**config.mk**
```make
export PLATFORM = sky130hd
export DESIGN_NAME = demux16_pipe_flat
export DESIGN_NICKNAME = d
export VERILOG_FILES = /design/src/rtl/demux16_pipe_pkg.sv /design/src/rtl/demux16_pipe_if.sv /design/src/rtl/demux16_pipe_slot.sv /design/src/rtl/demux16_pipe.sv /design/src/flat_wrapper.sv
export SDC_FILE = /design/constraint.sdc
export NUM_CORES = 1
export LEC_CHECK = 0
export CAP_MARGIN = 5
export CORE_ASPECT_RATIO = 2
export CORE_UTILIZATION = 40
export CTS_BUF_LIST = sky130_fd_sc_hd__clkbuf_4 sky130_fd_sc_hd__clkbuf_8 sky130_fd_sc_hd__clkbuf_16
export DETAILED_ROUTE_END_ITERATION = 16
export DONT_BUFFER_PORTS = 1
export HOLD_SLACK_MARGIN = 0.08
export MAX_ROUTING_LAYER = met4
export PLACE_DENSITY = 0.55
export SYNTH_ARGS = -nofsm -noshare
export SYNTH_HDL_FRONTEND = slang
export SYNTH_SLANG_ARGS = --single-unit
export TNS_END_PERCENT = 50
```
**constraint.sdc**
```tcl
create_clock -name clk -period 1.25 [get_ports clk]
set_input_delay 0.0625 -clock clk [delete_from_list [all_inputs] [get_ports clk]]
set_output_delay 0.0625 -clock clk [all_outputs]
set_load 0.05 [all_outputs]
```
**src/rtl/demux16_pipe_pkg.sv**
```systemverilog
// Shared constants and slot state encoding for the 16-bit registered 1:2 demux.
package demux16_pipe_pkg;
    localparam int   DATA_W  = 16;
    localparam int   CNT_DEF = 8;
    localparam int   NUM_DST = 2;
    localparam logic SEL_A   = 1'b0;
    localparam logic SEL_B   = 1'b1;

    typedef enum logic {
        ST_EMPTY = 1'b0,
        ST_FULL  = 1'b1
    } slot_st_e;
endpackage

```
**src/rtl/demux16_pipe_if.sv**
```systemverilog
// Source-side and destination-side handshake bundle for demux16_pipe.
import demux16_pipe_pkg::*;

interface demux16_pipe_if #(
    parameter int WIDTH = DATA_W,
    parameter int CNT_W = CNT_DEF
);
    logic             in_valid;
    logic             in_ready;
    logic             in_sel;
    logic [WIDTH-1:0] in_data;
    logic             a_valid;
    logic             a_ready;
    logic [WIDTH-1:0] a_data;
    logic             b_valid;
    logic             b_ready;
    logic [WIDTH-1:0] b_data;
    logic [CNT_W-1:0] a_count;
    logic [CNT_W-1:0] b_count;

    modport master (
        output in_valid, in_sel, in_data, a_ready, b_ready,
        input  in_ready, a_valid, a_data, b_valid, b_data, a_count, b_count
    );

    modport slave (
        input  in_valid, in_sel, in_data, a_ready, b_ready,
        output in_ready, a_valid, a_data, b_valid, b_data, a_count, b_count
    );
endinterface

```
**src/rtl/demux16_pipe_slot.sv**
```systemverilog
// One-entry destination register with delivered-word counter.
module demux_slot
    import demux16_pipe_pkg::*;
#(
    parameter int WIDTH = DATA_W,
    parameter int CNT_W = CNT_DEF
) (
    input  logic             clk,
    input  logic             rst,
    input  logic             load,
    input  logic [WIDTH-1:0] load_data,
    output logic             out_valid,
    input  logic             out_ready,
    output logic [WIDTH-1:0] out_data,
    output logic [CNT_W-1:0] count,
    output logic             full
);
    slot_st_e         state_q, state_d;
    logic [WIDTH-1:0] data_q, data_d;
    logic [CNT_W-1:0] cnt_q, cnt_d;
    logic             drain;

    always_comb begin
        state_d = state_q;
        data_d  = data_q;
        cnt_d   = cnt_q;
        drain   = (state_q == ST_FULL) & out_ready;
        // A load on a draining slot refills it in the same edge.
        if (load) begin
            state_d = ST_FULL;
            data_d  = load_data;
        end else if (drain) begin
            state_d = ST_EMPTY;
        end
        if (drain) cnt_d = cnt_q + CNT_W'(1);
    end

    always_ff @(posedge clk) begin
        if (rst) begin
            state_q <= ST_EMPTY;
            data_q  <= '0;
            cnt_q   <= '0;
        end else begin
            state_q <= state_d;
            data_q  <= data_d;
            cnt_q   <= cnt_d;
        end
    end

    assign full      = (state_q == ST_FULL);
    assign out_valid = full;
    assign out_data  = data_q;
    assign count     = cnt_q;
endmodule

```
**src/rtl/demux16_pipe.sv**
```systemverilog
// Registered 1-to-2 demultiplexer: select decode and source ready over two slots.
module demux16_pipe
    import demux16_pipe_pkg::*;
#(
    parameter int WIDTH = DATA_W,
    parameter int CNT_W = CNT_DEF
) (
    input  logic          clk,
    input  logic          rst,
    demux16_pipe_if.slave bus
);
    logic [NUM_DST-1:0]            load, full, ready, valid;
    logic [NUM_DST-1:0][WIDTH-1:0] odata;
    logic [NUM_DST-1:0][CNT_W-1:0] cnt;
    logic                          accept;

    assign ready[SEL_A] = bus.a_ready;
    assign ready[SEL_B] = bus.b_ready;

    // Only the selected slot can stall the source; in_data never feeds in_ready.
    assign bus.in_ready = ~rst & (~full[bus.in_sel] | ready[bus.in_sel]);
    assign accept       = bus.in_valid & bus.in_ready;

    for (genvar g = 0; g < NUM_DST; g++) begin : g_slot
        assign load[g] = accept & (bus.in_sel == 1'(g));

        demux_slot #(.WIDTH(WIDTH), .CNT_W(CNT_W)) u_slot (
            .clk       (clk),
            .rst       (rst),
            .load      (load[g]),
            .load_data (bus.in_data),
            .out_valid (valid[g]),
            .out_ready (ready[g]),
            .out_data  (odata[g]),
            .count     (cnt[g]),
            .full      (full[g])
        );
    end

    assign bus.a_valid = valid[SEL_A];
    assign bus.a_data  = odata[SEL_A];
    assign bus.a_count = cnt[SEL_A];
    assign bus.b_valid = valid[SEL_B];
    assign bus.b_data  = odata[SEL_B];
    assign bus.b_count = cnt[SEL_B];
endmodule

```
**src/flat_wrapper.sv**
```systemverilog
// flat-port wrapper written by rule: the top's interface ports become plain ports
module demux16_pipe_flat import demux16_pipe_pkg::*;
#(
    parameter int WIDTH = DATA_W,
    parameter int CNT_W = CNT_DEF
)
  (clk, rst, bus_in_valid, bus_in_sel, bus_in_data, bus_a_ready, bus_b_ready, bus_in_ready, bus_a_valid, bus_a_data, bus_b_valid, bus_b_data, bus_a_count, bus_b_count);
  demux16_pipe_if #(.WIDTH(WIDTH), .CNT_W(CNT_W)) bus_i ();
  input  logic clk;
  input  logic rst;
  input wire logic [$bits(bus_i.in_valid)-1:0] bus_in_valid;
  input wire logic [$bits(bus_i.in_sel)-1:0] bus_in_sel;
  input wire logic [$bits(bus_i.in_data)-1:0] bus_in_data;
  input wire logic [$bits(bus_i.a_ready)-1:0] bus_a_ready;
  input wire logic [$bits(bus_i.b_ready)-1:0] bus_b_ready;
  output wire logic [$bits(bus_i.in_ready)-1:0] bus_in_ready;
  output wire logic [$bits(bus_i.a_valid)-1:0] bus_a_valid;
  output wire logic [$bits(bus_i.a_data)-1:0] bus_a_data;
  output wire logic [$bits(bus_i.b_valid)-1:0] bus_b_valid;
  output wire logic [$bits(bus_i.b_data)-1:0] bus_b_data;
  output wire logic [$bits(bus_i.a_count)-1:0] bus_a_count;
  output wire logic [$bits(bus_i.b_count)-1:0] bus_b_count;
  assign bus_i.in_valid = bus_in_valid;
  assign bus_i.in_sel = bus_in_sel;
  assign bus_i.in_data = bus_in_data;
  assign bus_i.a_ready = bus_a_ready;
  assign bus_i.b_ready = bus_b_ready;
  assign bus_in_ready = bus_i.in_ready;
  assign bus_a_valid = bus_i.a_valid;
  assign bus_a_data = bus_i.a_data;
  assign bus_b_valid = bus_i.b_valid;
  assign bus_b_data = bus_i.b_data;
  assign bus_a_count = bus_i.a_count;
  assign bus_b_count = bus_i.b_count;
  demux16_pipe #(.WIDTH(WIDTH), .CNT_W(CNT_W)) u_core (.clk(clk), .rst(rst), .bus(bus_i));
endmodule
```
======== Word-level counts from Yosys, hierarchy flattened ========
Cells that the tools add are included.
word-level totals
  bits of input ports ..................... 22
  bits in registers ....................... 50
  output and inout bits ................... 51
  logic and storage cells ................. 29
operators by class
  reduce and logical (&&, ||, !) cells .... 2
  bitwise logic cells ..................... 10
  multiplexer cells ....................... 8
  add/sub/neg operators ................... 2
  $lt $le $gt $ge ......................... 1
operators with widths
  cell                                                                           number
  8-bit by 1-bit adder with 8-bit output (second input constant)                 2
  1-bit two-way mux                                                              8
  1-bit bitwise AND                                                              6
  2-bit nonzero test                                                             2
  1-bit inverter                                                                 3
  1-bit by 2-bit less-than comparator with 1-bit output (second input constant)  1
  1-bit bitwise OR                                                               1

======== Longest topological paths before layout ========
Gate-level depths: netlist (run 1).
  depth in word-level cells ............... 8
  depth in mapped cells ................... 5
  gate-level depth less buffers ........... 4

======== Hierarchy ========
From an unflattened synthesis (run 1), not the netlist that was laid out.
second synthesis, totals
  cell total of the unflattened synthesis .. 203
  area, all modules ....................... 1949.4 um2
modules (own cells, without submodules)
  module        area each (um2)  instances  cells each
  demux_slot    950.9            2          98
  demux16_pipe  47.5             1          7

======== Worst setup path after synthesis (run 1) ========
No wires, ideal clock.
  kind .................................... reg-to-output
  from .................................... register u_core.g_slot[1].u_slot.state_q
  to ...................................... output port bus_in_ready
  cell stages (with the launch flop) ...... 4
  data arrival time ....................... 2222 ps
  path slack .............................. -1035 ps
  cells stage by stage .................... dfxtp_1 -> and2b_1 -> buf_2 -> a211oi_1
on the way
  word-level cells in the longest chain between the ends .. 5
ends and longest elaborated chain
  what                                                   RTL line                 source
  from (decl)                                            demux16_pipe_slot.sv:18  slot_st_e state_q, state_d;
  from (signal assigned)                                 demux16_pipe_slot.sv:44  state_q <= state_d;
  1-bit two-way mux (not written as such) (2 in series)  demux16_pipe.sv:21       assign bus.in_ready = ~rst & (~full[bus.in_sel] | ready[bus.in_sel]);
  1-bit inverter                                         demux16_pipe.sv:21
  1-bit bitwise OR                                       demux16_pipe.sv:21
  1-bit bitwise AND                                      demux16_pipe.sv:21
  to (decl)                                              flat_wrapper.sv:16       output wire logic [$bits(bus_i.in_ready)-1:0] bus_in_ready;
Every way passes these cells. The select of a mux whose other input is x is not followed.

======== Worst setup path in the final report (run 1) ========
Same ends and word-level chain as after synthesis.

==> results of run 1 <==
placed cells by master, fill, tap and decap left out:
cell,instances
or3b_1,1
nand4_1,4
buf_4,61
clkinv_2,1
or3_1,4
xor2_1,4
ha_4,2
dfxtp_1,34
or4_1,4
o21ai_2,1
nand2_1,8
a211oi_4,1
nor2_1,9
o21ai_0,6
and3b_1,1
clkbuf_8,6
o21ai_1,29
clkbuf_4,1
and2b_2,2
nor2b_1,2
dfxtp_2,4
nor3b_4,1
nand3b_1,1
mux2_2,2
nand3_4,2
nand2b_1,1
nand2b_4,1
o31ai_1,4
nand3_1,38
a21oi_1,44
inv_1,2
dfxtp_4,12
buf_12,2
per-stage QoR:
stage | area (µm²) | utilization (%)
2_1_floorplan | 2161 | -
3_3_place_gp | 2618 | 53.31
3_5_place_dp | 2618 | 53.31
4_1_cts | 2736 | 55.73
5_1_grt | 2748 | 55.96
6_report | 2748 | 55.96
worst paths after layout:
check	end	cells past startpoint	startpoint
max	bus_in_ready	3	u_core.g_slot[1].u_slot.full
min	u_core.g_slot[0].u_slot.out_data[7]	1	rst
max reg2reg	u_core.g_slot[1].u_slot.count[7]	4	u_core.g_slot[1].u_slot.full
min reg2reg	u_core.g_slot[1].u_slot.out_data[2]	2	u_core.g_slot[1].u_slot.out_data[2]
synth_stat cells:
library cell,number
nand4_1,4
ha_1,2
nand2b_1,2
a21oi_1,44
and3b_1,1
dfxtp_1,50
buf_1,2
or4_1,4
buf_2,13
nor2_1,9
o21ai_1,25
nor3b_4,1
or3_1,4
o31ai_1,4
xor2_1,4
nand3_2,2
a211oi_1,1
inv_1,2
clkbuf_1,2
mux2_2,2
nand3_1,38
nand2_1,8
nor2b_1,2
and2b_1,2
or3b_1,1
buf_6,1
nand3b_1,1
o21ai_0,11
what timing repair did:
item	CTS	global route
resized for setup	2	7
setup buffers	2	0
pin swaps	3	2
endpoints found under the hold margin	50	50
setup endpoints to repair	17	10
metal layers:
layer,global-route usage [%],wire length [µm],part of all wire [%],up-vias
li1,-,-,-,973
met1,24.21,2141,39,909
met2,39.05,2980,54,53
met3,6.140,319,5.7,7
met4,9.514,118,2.1,0
met5,-,0,0,-
sequential cells by signal, summed over array words and instances, names as in the netlist:
| register | flops |
|---|---|
| u_core.g_slot.u_slot.count | 16 |
| u_core.g_slot.u_slot.full | 2 |
| u_core.g_slot.u_slot.out_data | 32 |
cell type report:
type                       count  area, µm²  share of cell area [%]
sequential                    50       1051                   38.25
clock inverter                 1      5.005                  0.1821
multi-input combinational    172       1025                   37.29
timing repair buffer          63      498.0                   18.12
clock buffer                   7      90.09                   3.279
inverter                       2      7.507                  0.2732
tap                           57      71.32                   2.596
worst max-delay path, stage by stage (launching register included):
cell and delay (ns):
dfxtp_4 0.35, and2b_2 0.22, a211oi_4 0.25, buf_12 0.17
power by group through the flow:
stage	combinational [W]	sequential [W]	clock [W]
final	0.000348	0.00163	0.000999
after global routing	0.000370	0.00164	0.00112
after CTS	0.000348	0.00163	0.00104
after detailed placement	0.000342	0.00167	0
after global placement	0.000340	0.00167	0
after floorplan	0.000133	0.00180	0
cells by family after synthesis:
kind of cell	count (synthesis)	share of synthesized area, %
adders and majority gates	2	1.216
xor gates and xnor gates	4	1.702
AOI/OAI and AO/OA	85	21.28
and+or+nand+nor	79	21.28
muxes	2	1.094
buffers and inverters	20	4.803
DFF	50	48.63
==> results.cfg, run 1 <==
[status]
outcome = finished with violations
violations = negative hold slack, negative setup slack

[global_routing]
grt_max_degree = 58
track_usage_pct = 22.89
antenna_found_initial = 0
grt_pass1_wl_um = 8887
grt_overflow = 0
grt_pass1_vias = 1892

[power_and_ir_drop]
p_clk_share_pct = 33.5
netSwitchingFraction_pct = 26.40
p_comb_share_pct = 11.7
p_sw_w = 0.0007868
p_leak_nw = 1.020
seq_power_share_pct = 54.8
ir_drop_mv = 0.9493
fin_total_pwr_w = 0.002981
p_per_area_nw_per_um2 = 1085
p_int_w = 0.002194

[logic_synthesis]
ys_types = 28
synth_top_area_cell = dfxtp_1
syn_inst = 242
synth_area_leaders = dfxtp_1, a21oi_1, nand3_1
syn-num-nets = 266
synth-seq-cells = 50
synth.top_cell.area_share_pct = 48.63
avgSynthCellArea_um2 = 8.505
yosys_warnings = 0
seq_area_frac_synth_pct = 48.63
netlist_area_um2 = 2058

[floorplan]
die_w_um = 52.72
start_util_pct = 41.92
std_cell_rows = 36
die_area_um2 = 5454
fp.dieH_um = 103.4
pin_count = 73
core_um2 = 4910

[timing]
finalWorstSetupSlack_ns = -0.1093
max_clock_freq_mhz = 735.7
totalNegativeSetupSlack_ns = -0.1093
finalHoldViolCount = 50
grt_setup_unrepaired = true
final_max_slew_viol_count = 0
setup_viol = 1
max_slew.worst_pin.slew_ns = 0.3352
fin_skew_ns = 0.004455
relSlewSlack_pct = 77.65
min_period_ns = 1.359
period_share_pct = 108.7
finalHoldWorstSlack_ns = -0.1905

[drt]
wl_per_cell_um = 15.80
drc = 0
routed_wl_um = 5560
drtIter0Drc = 27
dr.pass1.iters = 4
antenna_left = 0
routed_via_density = 5.517
vias = 1942

[clock_tree]
cts.clk_slew.worst_paths_ns = 0.09
cts.sinks = 50
cts_buffers = 5
cts_tree = yes
clockBufferDepth = 2
cts_max_level = 2
clk_latency_ns = 0.31
cts_root_buffer = clkbuf_8

[place]
gp_congestion = 0.7603
place_inst = 342
dp_hpwl_um = 3923
portBuffers = 0
pre_cts_slack_ns = -0.03414

[critical_path]
r2r_setup_slack_ns = 0
crit_type = flop to output pin
critPathLaunchType = flop
end_kind = output pin
required_ns = 1.19
crit_fanout = 2
cp.arrival_ns = 1.30

[cells_and_area]
drive_gt1_share_pct = 33.56
finalNetCount = 318
fillers = 493
syn_to_final_growth_pct = 33.50
antenna_cells = 0
stdcell_count = 352

[flow_run]
maxCapViolCount = 0

[min_path]
hold_class = primary input to flop
No activity file was read; power rests on OpenSTA's default activity.
==> run 2: changes to the inputs <==
RECOVER_POWER = 25   (was default)
SETUP_SLACK_MARGIN = 0.1   (was default)
==> run 2 against run 1 <==
Effect of this change: the flow still finishes with violations (negative hold slack, negative setup slack); first-iteration DRC count decreased by 41%; hold slack improved by 0.0096 ns; total power decreased by 1.2%; clock power decreased by 3.3%; global-route usage decreased by 0.063 points; combinational power about the same; register-to-register slack got worse by 0.02 ns; count of clock-buffer cells in the layout increased by 1; setup slack improved by 0.034 ns; sequential power about the same; maximum frequency increased by 2.5%; critical path depth unchanged; critical endpoint unchanged.
==> results.cfg, run 2 (synthesis results as in run 1) <==
[power_and_ir_drop]
p_per_area_nw_per_um2 = 1058
p_leak_nw = 1.030
p_int_w = 0.002183
fin_total_pwr_w = 0.002944
netSwitchingFraction_pct = 25.87
p_clk_share_pct = 32.8
p_comb_share_pct = 11.8
seq_power_share_pct = 55.4
ir_drop_mv = 1.125
p_sw_w = 0.0007616

[clock_tree]
clockBufferDepth = 2
cts_tree = yes
clk_latency_ns = 0.30
cts.sinks = 50
cts_buffers = 5
cts.clk_slew.worst_paths_ns = 0.08
cts_root_buffer = clkbuf_8
cts_max_level = 2

[drt]
vias = 2003
drc = 0
dr.pass1.iters = 4
routed_wl_um = 5648
drtIter0Drc = 16
antenna_left = 0
wl_per_cell_um = 15.82
routed_via_density = 5.611

[flow_run]
maxCapViolCount = 0

[place]
portBuffers = 0
gp_congestion = 0.7527
dp_hpwl_um = 3968
pre_cts_slack_ns = 0.06028

[timing]
period_share_pct = 106.1
final_max_slew_viol_count = 0
finalWorstSetupSlack_ns = -0.07568
max_clock_freq_mhz = 754.3
min_period_ns = 1.326
fin_skew_ns = 0.006085
setup_viol = 4
grt_setup_unrepaired = true
finalHoldWorstSlack_ns = -0.1808
relSlewSlack_pct = 80.36
max_slew.worst_pin.slew_ns = 0.2958
finalHoldViolCount = 48

[cells_and_area]
antenna_cells = 0
final_cell_mix = buf_4, a21oi_1, nand3_1, dfxtp_1, o21ai_1
syn_to_final_growth_pct = 35.26
final_common_cell = buf_4
finalNetCount = 323
drive_gt1_share_pct = 38.00
largest_register_ff_count = 32

[global_routing]
track_usage_pct = 22.83
grt_pass1_wl_um = 8866
grt_max_degree = 58
grt_overflow = 0
grt_pass1_vias = 1858
antenna_found_initial = 0

[floorplan]
die_w_um = 52.72
start_util_pct = 41.92
die_area_um2 = 5454
std_cell_rows = 36
core_um2 = 4910
pin_count = 73
fp.dieH_um = 103.4

[critical_path]
end_kind = output pin
critPathLaunchType = flop
cp.arrival_ns = 1.26
required_ns = 1.19
crit_fanout = 4
crit_type = flop to output pin

[status]
violations = negative hold slack, negative setup slack
outcome = finished with violations

[min_path]
hold_class = primary input to flop
run 2: cell count changes in the layout (fill, tap and decap cells not counted), moves of 2 or more:
cell	change
clkbuf_2	+23
buf_4	-20
a21oi_1	-4
a21oi_2	+4
nor2_1	-3
nor2_2	+3
and2b_2	-2
and2b_4	+2
clkbuf_4	+2
mux2_2	-2
mux2_4	+2
o21ai_0	-2
o21ai_2	+2
run 2: routing by layer:
layer / share of wire (%) / global-route usage, %
met5: 0 / -
met4: 1.3 / 7.287
met3: 4.8 / 5.848
met2: 55 / 39.73
met1: 39 / 24.57
run 2: layout make-up:
class	count	area, µm²
clock buffer	8	91.34
tap	57	71.32
multi-input combinational	172	1069
sequential	50	1051
inverter	2	7.507
timing repair buffer	68	494.2
fill	469	2126
run 2: repair_timing:
item | 4_1_cts | 5_1_grt
endpoints found under the hold margin | 50 | 50
setup endpoints to repair | 9 | 18
pin swaps | 15 | 9
gates resized for setup | 7 | 18
buffers inserted | 3 | 4
run 2: worst max-delay path, cell delays in order (launching register included):
cell,delay (ns)
dfxtp_4,0.35
and2b_4,0.18
a211oi_4,0.26
buf_12,0.17
run 2: through the flow:
step	area, µm²	instances	util, %	setup TNS (ns)
finish	2784	357	56.70	-0.1064
floorplan	2165	242	-	-0.1681
CTS	2774	353	56.50	-0.1349
global route	2784	357	56.70	-0.4045
detailed placement	2631	342	53.59	0
global placement	2631	342	53.59	0
run 2: path summary, 6_finish.rpt:
check / from / end / slack (ns) / cells after the start
setup / recovery: u_core.g_slot[1].u_slot.full / bus_in_ready / -0.08 / 3
hold / removal: rst / u_core.g_slot[0].u_slot.out_data[6] / -0.18 / 1
setup reg to reg: u_core.g_slot[1].u_slot.full / u_core.g_slot[1].u_slot.count[7] / -0.02 / 4
hold reg to reg: u_core.g_slot[1].u_slot.out_data[5] / u_core.g_slot[1].u_slot.out_data[5] / 0.47 / 2
run 2: power groups by stage:
stage | clock network (W) | registers [W] | logic, W
floorplan | 0 | 0.00180 | 0.000133
global placement | 0 | 0.00167 | 0.000344
detailed placement | 0 | 0.00167 | 0.000346
CTS | 0.00100 | 0.00163 | 0.000355
global route | 0.00106 | 0.00164 | 0.000369
finish | 0.000966 | 0.00163 | 0.000347
==> run 3: changes to the inputs <==
SYNTH_HIERARCHICAL = 1   (was default)
==> run 3 against run 2 <==
Effect of this change: the run still ends with negative hold slack, negative setup slack left; largest power group unchanged; sequential cell count unchanged; synthesized cell count down 16%; non-clock buffer count down 2; design area up 0.85%; total power up 1.0%; maximum frequency down 3.9%; via count down 18%; hold slack worse by 0.0060 ns; highest routed layer unchanged; core utilization up 3.8 points.
==> results.cfg, run 3 <==
[drt]
wl_per_cell_um = 15.21
vias = 1636
antenna_left = 0
dr.pass1.iters = 2
routed_via_density = 5.113
drc = 0
routed_wl_um = 4868
drtIter0Drc = 20

[timing]
max_clock_freq_mhz = 725.0
finalHoldViolCount = 50
period_share_pct = 110.3
grt_setup_unrepaired = true
final_max_slew_viol_count = 0
fin_skew_ns = 0.007966
finalHoldWorstSlack_ns = -0.1868
max_slew.worst_pin.slew_ns = 0.3191
finalWorstSetupSlack_ns = -0.1293
min_period_ns = 1.379
relSlewSlack_pct = 78.63
setup_viol = 21
totalNegativeSetupSlack_ns = -1.491

[power_and_ir_drop]
ir_drop_mv = 1.003
fin_total_pwr_w = 0.002974
p_int_w = 0.002188
p_per_area_nw_per_um2 = 1059
p_comb_share_pct = 11.9
p_leak_nw = 1.083
p_sw_w = 0.0007864
p_clk_share_pct = 33.3
seq_power_share_pct = 54.8
netSwitchingFraction_pct = 26.44

[clock_tree]
cts_max_level = 2
cts_buffers = 5
cts_tree = yes
cts.clk_slew.worst_paths_ns = 0.10
clk_latency_ns = 0.30
cts.sinks = 50
cts_root_buffer = clkbuf_8
clockBufferDepth = 2

[floorplan]
die_w_um = 51.37
std_cell_rows = 35
core_um2 = 4642
fp.dieH_um = 100.7
pin_count = 73
start_util_pct = 41.99
die_area_um2 = 5174

[status]
violations = negative hold slack, negative setup slack
outcome = finished with violations

[cells_and_area]
finish.instance_area_um2 = 2808
utilization_pct = 60.49
antenna_cells = 0
final_cell_mix = buf_4, nor2_1, dfxtp_1, mux2i_1, clkbuf_2
finalNetCount = 288
syn_to_final_growth_pct = 44.03
largest_register_ff_count = 32
drive_gt1_share_pct = 47.17

[global_routing]
grt_overflow = 0
grt_pass1_wl_um = 7769
track_usage_pct = 20.04
grt_max_degree = 54
antenna_found_initial = 0
grt_pass1_vias = 1697

[critical_path]
cp_common_cell = buf_6
crit_fanout = 4
worstPathCellList = buf_6, nor3b_4, a311oi_2, buf_6
critPathLaunchType = flop
cpPeakStageDelay_ns = 0.34
crit_type = flop to output pin
cp_slowest_cell = dfxtp_2
cp.arrival_ns = 1.32
end_kind = output pin
required_ns = 1.19

[logic_synthesis]
netlist_area_um2 = 1949
synth.most_common_cell = dfxtp_1
avgSynthCellArea_um2 = 9.603
yosys_warnings = 6
synth_area_leaders = dfxtp_1, mux2i_1, nor2_1
syn-num-nets = 227
synth_ff_type = dfxtp_1
seq_area_frac_synth_pct = 51.35
synth_edf_count = 0
synth_top_area_cell = dfxtp_1
syn_inst = 203
async_reset_ff_share_pct = 0
synth-seq-cells = 50
synth_commonest_cells = dfxtp_1, nor2_1, mux2i_1
synth.top_cell.area_share_pct = 51.35
ys_types = 22

[place]
dp_hpwl_um = 3520
post_dp_cell_area_um2 = 2570
portBuffers = 0
gp_congestion = 0.8490

[flow_run]
maxCapViolCount = 0

[min_path]
hold_class = primary input to flop
run 3: cells by family after synthesis:
group	Yosys count	share of synthesized area, %
and+or+nand+nor	72	17.59
xor gates and xnor gates	4	1.797
adders and majority gates	2	1.283
AOI/OAI and AO/OA	26	7.638
buffers and inverters	17	3.915
DFF	50	51.35
muxes	32	16.43
run 3: per-layer routing:
metal  GRT usage (%)  share of wire, %  vias to the layer above
li1                -                 -                      820
met1           20.70                38                      766
met2           37.16                57                       48
met3           3.620               4.8                        2
met4           5.613              0.49                        0
met5               -                 0                        -
run 3: cell type report:
class | instances | area, µm²
fill | 422 | 1834
multi-input combinational | 136 | 1067
sequential | 50 | 1059
timing repair buffer | 66 | 496.7
clock buffer | 6 | 82.58
tap | 55 | 68.82
inverter | 5 | 18.77
clock inverter | 2 | 15.01
run 3: metrics by stage:
| stage | hold slack [ns] | setup WS (ns) | cells |
|---|---|---|---|
| after floorplan | 0.2097 | -0.1492 | 203 |
| after global placement | 0.1277 | -0.05649 | 308 |
| after detailed placement | 0.1284 | -0.1412 | 308 |
| after CTS | -0.1977 | -0.1608 | 318 |
| after global routing | -0.2167 | -0.1849 | 320 |
| final | -0.1868 | -0.1293 | 320 |
run 3: what timing repair did:
| item | 4_1_cts | 5_1_grt |
|---|---|---|
| hold endpoints to repair | 50 | 50 |
| setup endpoints to repair | 36 | 45 |
| buffers inserted | 1 | 3 |
| pin swaps | 8 | 9 |
| gates resized for setup | 16 | 24 |
| gates cloned | 1 | 0 |
run 3: path summary, 6_finish.rpt:
path | start | slack, ns | cells after the start | end
max reg2reg | u_core/g_slot[0].u_slot/full | -0.12 | 5 | u_core/g_slot[0].u_slot/out_data[7]
max | u_core/g_slot[0].u_slot/full | -0.13 | 4 | bus_in_ready
min reg2reg | u_core/g_slot[1].u_slot/out_data[2] | 0.51 | 2 | u_core/g_slot[1].u_slot/out_data[2]
min | rst | -0.19 | 1 | u_core/g_slot[0].u_slot/count[3]
run 3: power by group through the flow:
stage	sequential, W	clock [W]	combinational [W]
2_1_floorplan	0.00179	0	0.000137
3_3_place_gp	0.00167	0	0.000333
3_5_place_dp	0.00167	0	0.000340
4_1_cts	0.00163	0.00103	0.000353
5_1_grt	0.00164	0.00110	0.000370
6_report	0.00163	0.000991	0.000353
run 3: worst max-delay path, delay by kind of cell, from the launching register on:
family                 cells  cell delay [ns]
buffers and inverters      2             0.32
AOI/OAI and AO/OA          1             0.22
DFF                        1             0.34
and+or+nand+nor            1             0.14
